`src/rtl/icache_pkg.sv`:
```
// Shared types and defaults for the direct-mapped instruction cache.
package icache_pkg;

    localparam int unsigned IDX_W_DEF = 6;
    localparam int unsigned TAG_W_DEF = 32 - IDX_W_DEF - 2;

    typedef enum logic [1:0] {
        S_IDLE  = 2'd0,
        S_TAG   = 2'd1,
        S_FILL  = 2'd2,
        S_DRAIN = 2'd3
    } state_e;

endpackage

```
`src/rtl/icache_ram.sv`:
```
// Tag+data storage: one synchronous read port, one write port, no reset.
module icache_ram #(
    parameter int unsigned IDX_W = 6,
    parameter int unsigned W     = 56
) (
    input  logic             clk_i,
    input  logic             re_i,
    input  logic [IDX_W-1:0] raddr_i,
    output logic [W-1:0]     rdata_o,
    input  logic             we_i,
    input  logic [IDX_W-1:0] waddr_i,
    input  logic [W-1:0]     wdata_i
);

    logic [W-1:0] mem_q [2**IDX_W];
    logic [W-1:0] rdata_q;

    always_ff @(posedge clk_i) begin
        if (we_i) begin
            mem_q[waddr_i] <= wdata_i;
        end
        if (re_i) begin
            rdata_q <= mem_q[raddr_i];
        end
    end

    assign rdata_o = rdata_q;

endmodule

```
`src/rtl/icache.sv`:
```
// Direct-mapped read-only instruction cache between fetch and the memory controller.
// state | meaning: IDLE wait for fetch | TAG compare | FILL wait mct | DRAIN finish killed fill
module icache
    import icache_pkg::*;
#(
    parameter int unsigned IDX_W = IDX_W_DEF
) (
    input  logic        clk_i,
    input  logic        rst_i,
    input  logic        if_e_i,
    input  logic [31:0] if_a_i,
    output logic        if_ok_o,
    output logic [31:0] if_n_o,
    input  logic        kill_i,
    input  logic        flush_i,
    output logic        mct_e_o,
    output logic [31:0] mct_a_o,
    input  logic [31:0] mct_n_i,
    input  logic        mct_ok_i
);

    localparam int unsigned TAG_W = 32 - IDX_W - 2;
    localparam int unsigned LINES = 2**IDX_W;

    state_e             state_q, state_d;
    logic [31:0]        req_a_q, req_a_d;
    logic [LINES-1:0]   valid_q, valid_d;
    logic               if_ok_q, if_ok_d;
    logic [31:0]        if_n_q, if_n_d;
    logic               mct_e_q, mct_e_d;
    logic [31:0]        mct_a_q, mct_a_d;

    logic               ram_re, ram_we;
    logic [TAG_W+31:0]  ram_rdata;
    logic [IDX_W-1:0]   req_idx;
    logic [TAG_W-1:0]   req_tag;
    logic               hit;
    logic               unused_ok;

    assign req_idx   = req_a_q[IDX_W+1:2];
    assign req_tag   = req_a_q[31:IDX_W+2];
    assign hit       = valid_q[req_idx] && (ram_rdata[TAG_W+31:32] == req_tag);
    assign unused_ok = ^if_a_i[1:0];

    icache_ram #(
        .IDX_W (IDX_W),
        .W     (TAG_W + 32)
    ) u_ram (
        .clk_i   (clk_i),
        .re_i    (ram_re),
        .raddr_i (if_a_i[IDX_W+1:2]),
        .rdata_o (ram_rdata),
        .we_i    (ram_we),
        .waddr_i (req_idx),
        .wdata_i ({req_tag, mct_n_i})
    );

    always_ff @(posedge clk_i) begin
        if (!rst_i) begin
            state_q <= S_IDLE;
            req_a_q <= '0;
            valid_q <= '0;
            if_ok_q <= 1'b0;
            if_n_q  <= '0;
            mct_e_q <= 1'b0;
            mct_a_q <= '0;
        end else begin
            state_q <= state_d;
            req_a_q <= req_a_d;
            valid_q <= valid_d;
            if_ok_q <= if_ok_d;
            if_n_q  <= if_n_d;
            mct_e_q <= mct_e_d;
            mct_a_q <= mct_a_d;
        end
    end

    always_comb begin
        state_d = state_q;
        req_a_d = req_a_q;
        valid_d = valid_q;
        if_ok_d = 1'b0;
        if_n_d  = if_n_q;
        mct_e_d = mct_e_q;
        mct_a_d = mct_a_q;
        ram_re  = 1'b0;
        ram_we  = 1'b0;

        case (state_q)
            S_IDLE: begin
                if (if_e_i && !kill_i && !if_ok_q) begin
                    req_a_d = {if_a_i[31:2], 2'b00};
                    ram_re  = 1'b1;
                    state_d = S_TAG;
                end
            end
            S_TAG: begin
                if (kill_i) begin
                    state_d = S_IDLE;
                end else if (hit) begin
                    if_ok_d = 1'b1;
                    if_n_d  = ram_rdata[31:0];
                    state_d = S_IDLE;
                end else begin
                    mct_e_d = 1'b1;
                    mct_a_d = req_a_q;
                    state_d = S_FILL;
                end
            end
            S_FILL: begin
                if (mct_ok_i) begin
                    ram_we           = 1'b1;
                    valid_d[req_idx] = 1'b1;
                    mct_e_d          = 1'b0;
                    state_d          = S_IDLE;
                    if (!kill_i) begin
                        if_ok_d = 1'b1;
                        if_n_d  = mct_n_i;
                    end
                end else if (kill_i) begin
                    state_d = S_DRAIN;
                end
            end
            S_DRAIN: begin
                // The memory transfer cannot be aborted; keep the data, drop the response.
                if (mct_ok_i) begin
                    ram_we           = 1'b1;
                    valid_d[req_idx] = 1'b1;
                    mct_e_d          = 1'b0;
                    state_d          = S_IDLE;
                end
            end
            default: state_d = S_IDLE;
        endcase

        if (flush_i) begin
            valid_d = '0;
        end
    end

    assign if_ok_o = if_ok_q;
    assign if_n_o  = if_n_q;
    assign mct_e_o = mct_e_q;
    assign mct_a_o = mct_a_q;

endmodule

```
`config.mk`:
```
export PLATFORM = sky130hd
export DESIGN_NAME = icache
export DESIGN_NICKNAME = d
export VERILOG_FILES = /design/src/rtl/icache_pkg.sv /design/src/rtl/icache_ram.sv /design/src/rtl/icache.sv
export SDC_FILE = /design/constraint.sdc
export NUM_CORES = 2
export LEC_CHECK = 0
export BUFFER_PORTS_ARGS = -buffer_cell sky130_fd_sc_hd__buf_2
export CAP_MARGIN = 15
export CELL_PAD_IN_SITES_DETAIL_PLACEMENT = 1
export CELL_PAD_IN_SITES_GLOBAL_PLACEMENT = 1
export CORE_MARGIN = 5
export CORE_UTILIZATION = 45
export CTS_CLUSTER_DIAMETER = 80
export DETAILED_ROUTE_END_ITERATION = 10
export PLACE_DENSITY = 0.62
export RECOVER_POWER = 100
export SYNTH_ARGS = -nofsm -noshare
export SYNTH_HDL_FRONTEND = slang
export SYNTH_SLANG_ARGS = --single-unit
```
`constraint.sdc`:
```
create_clock -name clk_i -period 8.15 [get_ports clk_i]
set_input_delay 1.63 -clock clk_i [delete_from_list [all_inputs] [get_ports clk_i]]
set_output_delay 1.63 -clock clk_i [all_outputs]
set_load 0.05 [all_outputs]
```
# [Yosys cells after proc, flatten, opt, wreduce, memory -nomap -nowiden]
# Memory sizes are Yosys's and may differ from the RTL's. A register that Yosys moved wholly into a read port is not among the register bits.
# Cells that the tools add are included.
# W data, S select, Z words.
[word_totals] register_bits=160 mem_bits_rw=3584 input_bits=70 out_inout_bits=66 n_memories=1
[memory_table] name="u_ram.mem_q" depth=64 word_bits=56 read_ports=1 rd_clocked_by_memory_dff=1 write_ports=1 line_no="icache_ram.sv:15" source="logic [W-1:0] mem_q [2**IDX_W];"
[classes] order_cmp=2 n_eq_ne=13 mux=31 bitwise_logic=4 reduce_logical=17
[ops] operator="$mux W32" n=4
[ops] operator="$or A64 B64 Y64" n=1
[ops] operator="$pmux W32 S2" n=1
[ops] operator="$eq A24 B24 Y1" n=1
[ops] operator="$mux W1" n=15
[ops] operator="$ne A2 B2 Y1 const B" n=7
[ops] operator="$mux W2" n=6
[ops] operator="$pmux W2 S4" n=1
[ops] operator="$lt A6 B7 Y1 const B" n=1
[ops] operator="$bmux W1 S6" n=1
[ops] operator="$demux W1 S6" n=1
[ops] operator="$ge A6 B1 Y1 const B" n=1
[ops] operator="$reduce_and A3 Y1" n=2
[ops] operator="$reduce_and A5 Y1" n=1
[ops] operator="$eq A2 B2 Y1 const B" n=2
[ops] operator="$logic_and A1 B1 Y1" n=4
[ops] operator="$pmux W1 S2" n=2
[ops] operator="$reduce_and A2 Y1" n=2
[ops] operator="$reduce_and A4 Y1" n=1
[ops] operator="$reduce_bool A2 Y1" n=2
[ops] operator="$reduce_or A2 Y1" n=2
[ops] operator="$ne A3 B3 Y1 const B" n=1
[ops] operator="$not A1 Y1" n=3
[ops] operator="$eq A2 B1 Y1 const B" n=1
[ops] operator="3 further kinds" n=4

# [Longest topological paths before layout]
[depth] word_depth=6 depth_mapped=12 depth_no_buf=7

# [By module]
# A second synthesis with hierarchy kept.
[unflattened] hier_cells=6782 area_unflattened_um2=144875.2
[modules_own_cells] mod="icache_ram" instances=1 cells_per_inst=5949 area_per_inst_um2=137544.4 seq_area_each_um2=109304.8
[modules_own_cells] mod="icache" instances=1 cells_per_inst=833 area_per_inst_um2=7330.8 seq_area_each_um2=3203.1

# [Least setup slack after synthesis]
# OpenSTA, ideal clock, no wires.
[synth_timing] path_type="input to register" from="input port mct_ok_i" to="memory u_ram.mem_q[24][0] (enable)" arrival_time_ps=4879 setup_slack_ps=2799 path_stages=4 n_path_buf=1 path_cell_list="clkbuf_1 -> nor3b_1 -> nand2_1 -> nor2_1"
[synth_between] elab_chain_len=4
[synth_rtl] element="from (decl)" line_no="icache.sv:19" source="input logic mct_ok_i"
[synth_rtl] element="$mux W1" line_no="icache.sv:111, icache.sv:126"
[synth_rtl] element="$mux W1"
[synth_rtl] element="$mux W1" line_no="icache_ram.sv:19" source="if (we_i) begin"
[synth_rtl] element="$mux W1 (implied by the code)" line_no="icache_ram.sv:20" source="mem_q[waddr_i] <= wdata_i;"
[synth_rtl] element="to (decl)" line_no="icache_ram.sv:15"
# Every way passes these cells.

# [Worst setup path in the final report]
[layout_timing] from="input port mct_ok_i" to="memory u_ram.mem_q[13][12] (enable)"
# The elaborated chain is that of the path after synthesis.

==> flow_summary.toml <==
[grt]
grt_pass1_vias = 70500
antenna_found_initial = 22
grt_pass1_wl_microns = 588000
grt_overflow = 0
grt_max_degree = 112
grt_usage_pct = 25.5

[floorplanning]
core.rowCount = 208
ios = 136
design.die.area_sq_um = 332000
die_w_microns = 576
initial_utilization_pct = 45.1
die_h_microns = 576
design.core.area_sq_um = 320000

[critical_path]
endpoint_kind = "register"
worst-setup-path-type = "in -> reg"
cp_data_required_time_ns = 8.63
crit_chain = "clkbuf_1, and3b_1, nand2_1, nor2_4, buf_4, clkbuf_1"
cp-start-kind = "primary input"
cp_slowest_cell = "clkbuf_1"
path_max_fanout = 37
crit_top_cell = "clkbuf_1"
slowest_delay_ns = 2.10
critPathArrivalTime_ns = 6.90

[layout]
final_common_cell = "edfxtp_1"
final_cell_mix = "edfxtp_1, mux4_2, clkbuf_16, clkbuf_1, nand2_1"
areaGrowthSynthToFinish_pct = 12.9
final_core_util_pct = 50.9
drive_gt1_share_pct = 29.1
nNetsFinal = 6414

[pwr]
switching_share_pct = 21.0
clkPwrFrac_pct = 42.7
power-per-cell-area_nw_per_um2 = 249
p_leak_uw = 0.0506
pwr-share-seq_pct = 53.0
p_sw_uw = 8500
comb_power_share_pct = 4.3
internal-power_uw = 32100
ir_drop_uv = 171

[timing]
layout_min_cycle_time_ns = 6.42
finalMaxSlewViolations = 5539
timing.setup.tns_ns = 0
rsz0062_at_grt = "false"
period_share_pct = 78.8
final.setup_skew_ns = 0.0409
tightest_slew_ns = 4.23
timing.hold.ws_ns = 0.458
hold_viol_final = 0
maxSlewHeadroom_pct = -182
finalSetupViolations = 0
clock.fmax_mhz = 156
setup_slack_ns = 1.73

[clock_network]
clockBufferDepth = 4
postCtsHoldBufs = 0
cts_max_level = 5
clk_pin_slew_ns = 0.06
cts_buffers = 388
clockRootBuffer = "clkbuf_16"
cts_resized = 0
cts_tree = "built"
cts.sinks = 3800
cts_setup_buffers = 0
clk_latency_ns = 0.96

[drt]
ant_nets = 0
vias = 69500
routedWlPerCell_microns = 39.3
drt-total-wl_microns = 427000
drt_iter0_drc = 9971
detail_route.first_pass.iterations = 6
avgViaCountPerCell = 6.39
drc = 0

[synthesis]
async_flop_share_pct = 0
ys_seq_area_share_pct = 78.0
synth_edf_count = 3640
syn_area_sq_um = 144000
yosys.cell_types.count = 46
ys_warn_count = 0
ys_seq_elements = 3800
synthCells = 5968
synth_ff_type = "edfxtp_1"
syn_avg_cell_area_sq_um = 24.2

[outcome]
status = "finished with violations"
violations = "capacitance limit, slew limit"

[place]
gp_congestion = 0.746
preCtsSetupSlack_ns = 2.75
dpl.hpwl_microns = 195000
port_buffers = 131

[run]
max-cap-violations = 125

[worst_hold_path]
hold_path.class = "reg -> reg"
## layer usage
layer	GRT usage (%)	share of wire (%)	wire (microns)
met5	0	0.0030	13
met4	6.59	3.1	13300
met3	4.09	8.6	36900
met2	40.9	48	205000
met1	37.0	40	171000
## cells in the mapped netlist (7+ instances only)
master | instances | area share (%)
a21boi_0 | 30 | 0.16
a21oi_1 | 8 | 0.028
a22oi_1 | 8 | 0.042
a31oi_1 | 32 | 0.14
buf_1 | 34 | 0.088
buf_2 | 107 | 0.37
buf_4 | 9 | 0.047
clkbuf_1 | 184 | 0.48
dfxtp_1 | 160 | 2.2
edfxtp_1 | 3640 | 76
inv_1 | 36 | 0.094
mux2_2 | 25 | 0.20
mux2i_1 | 77 | 0.53
mux4_2 | 1157 | 18
nand2_1 | 163 | 0.42
nand3_1 | 7 | 0.024
nor2_1 | 68 | 0.18
o21a_1 | 64 | 0.33
o21ai_0 | 53 | 0.18
o32a_1 | 32 | 0.22
xnor2_1 | 8 | 0.049
xor2_1 | 16 | 0.097
## worst max-delay path, delay by kind of cell
family	cells	cell delay, ns
AND/OR/NAND/NOR	3	0.91
buffers and inverters	3	4.24
## layout make-up
type | instances | area (sq um)
multi-input cells | 1795 | 30400
repair buffers | 318 | 2430
flip-flops and latches | 3800 | 113000
well taps | 4200 | 5260
inverters | 36 | 136
clock buffers | 486 | 10300
fillers | 27300 | 157000
diodes | 3 | 7.51
clock inverters | 228 | 1940
## final timing paths
check                            from                            end  slack (ns)  cells past startpoint
min reg2reg  mct_a_o[11]$_SDFFE_PN0P_       mct_a_o[11]$_SDFFE_PN0P_        0.46                      2
min          mct_a_o[11]$_SDFFE_PN0P_       mct_a_o[11]$_SDFFE_PN0P_        0.46                      2
max reg2reg  req_a_q[14]$_SDFFE_PN0P_         if_n_o[4]$_SDFFE_PN0P_        1.91                      9
max                          mct_ok_i  u_ram.mem_q[13][12]$_DFFE_PP_        1.73                      6
## per-stage QoR
stage / power [uW] / cells / area [sq um]
after floorplan: 23000 / 5969 / 144000
after global placement: 23600 / 10100 / 152000
after detailed placement: 23600 / 10100 / 152000
after CTS: 40800 / 10900 / 164000
after global routing: 41900 / 10900 / 163000
final: 40600 / 10900 / 163000
## power by group through the flow
stage | Sequential, uW | Combinational, uW | Clock (uW)
after global routing | 21500 | 1840 | 18500
after CTS | 21500 | 1740 | 17600
after floorplan | 21900 | 1030 | 0
after detailed placement | 21900 | 1740 | 0
final | 21500 | 1730 | 17300
after global placement | 21900 | 1700 | 0
## cells by family after synthesis
group	count (synthesis)	share of synthesized area [%]
flip-flops	3800	78.0
other	1	0.00260
buffers and inverters	374	1.11
AO/OA/AOI/OAI	237	1.16
XOR/XNOR	24	0.146
adder cells (fa/ha/maj)	5	0.0434
multiplexers	1259	18.8
AND/OR/NAND/NOR	268	0.765
## flip-flops by register name, summed over array words and instances, names as in the netlist
register	count
if_ok_o	1
valid_q	64
state_q	2
u_ram.mem_q	3584
if_n_o	32
mct_e_o	1
u_ram.rdata_o	56
mct_a_o	30
req_a_q	30
Power figures use the tool's default switching activity.
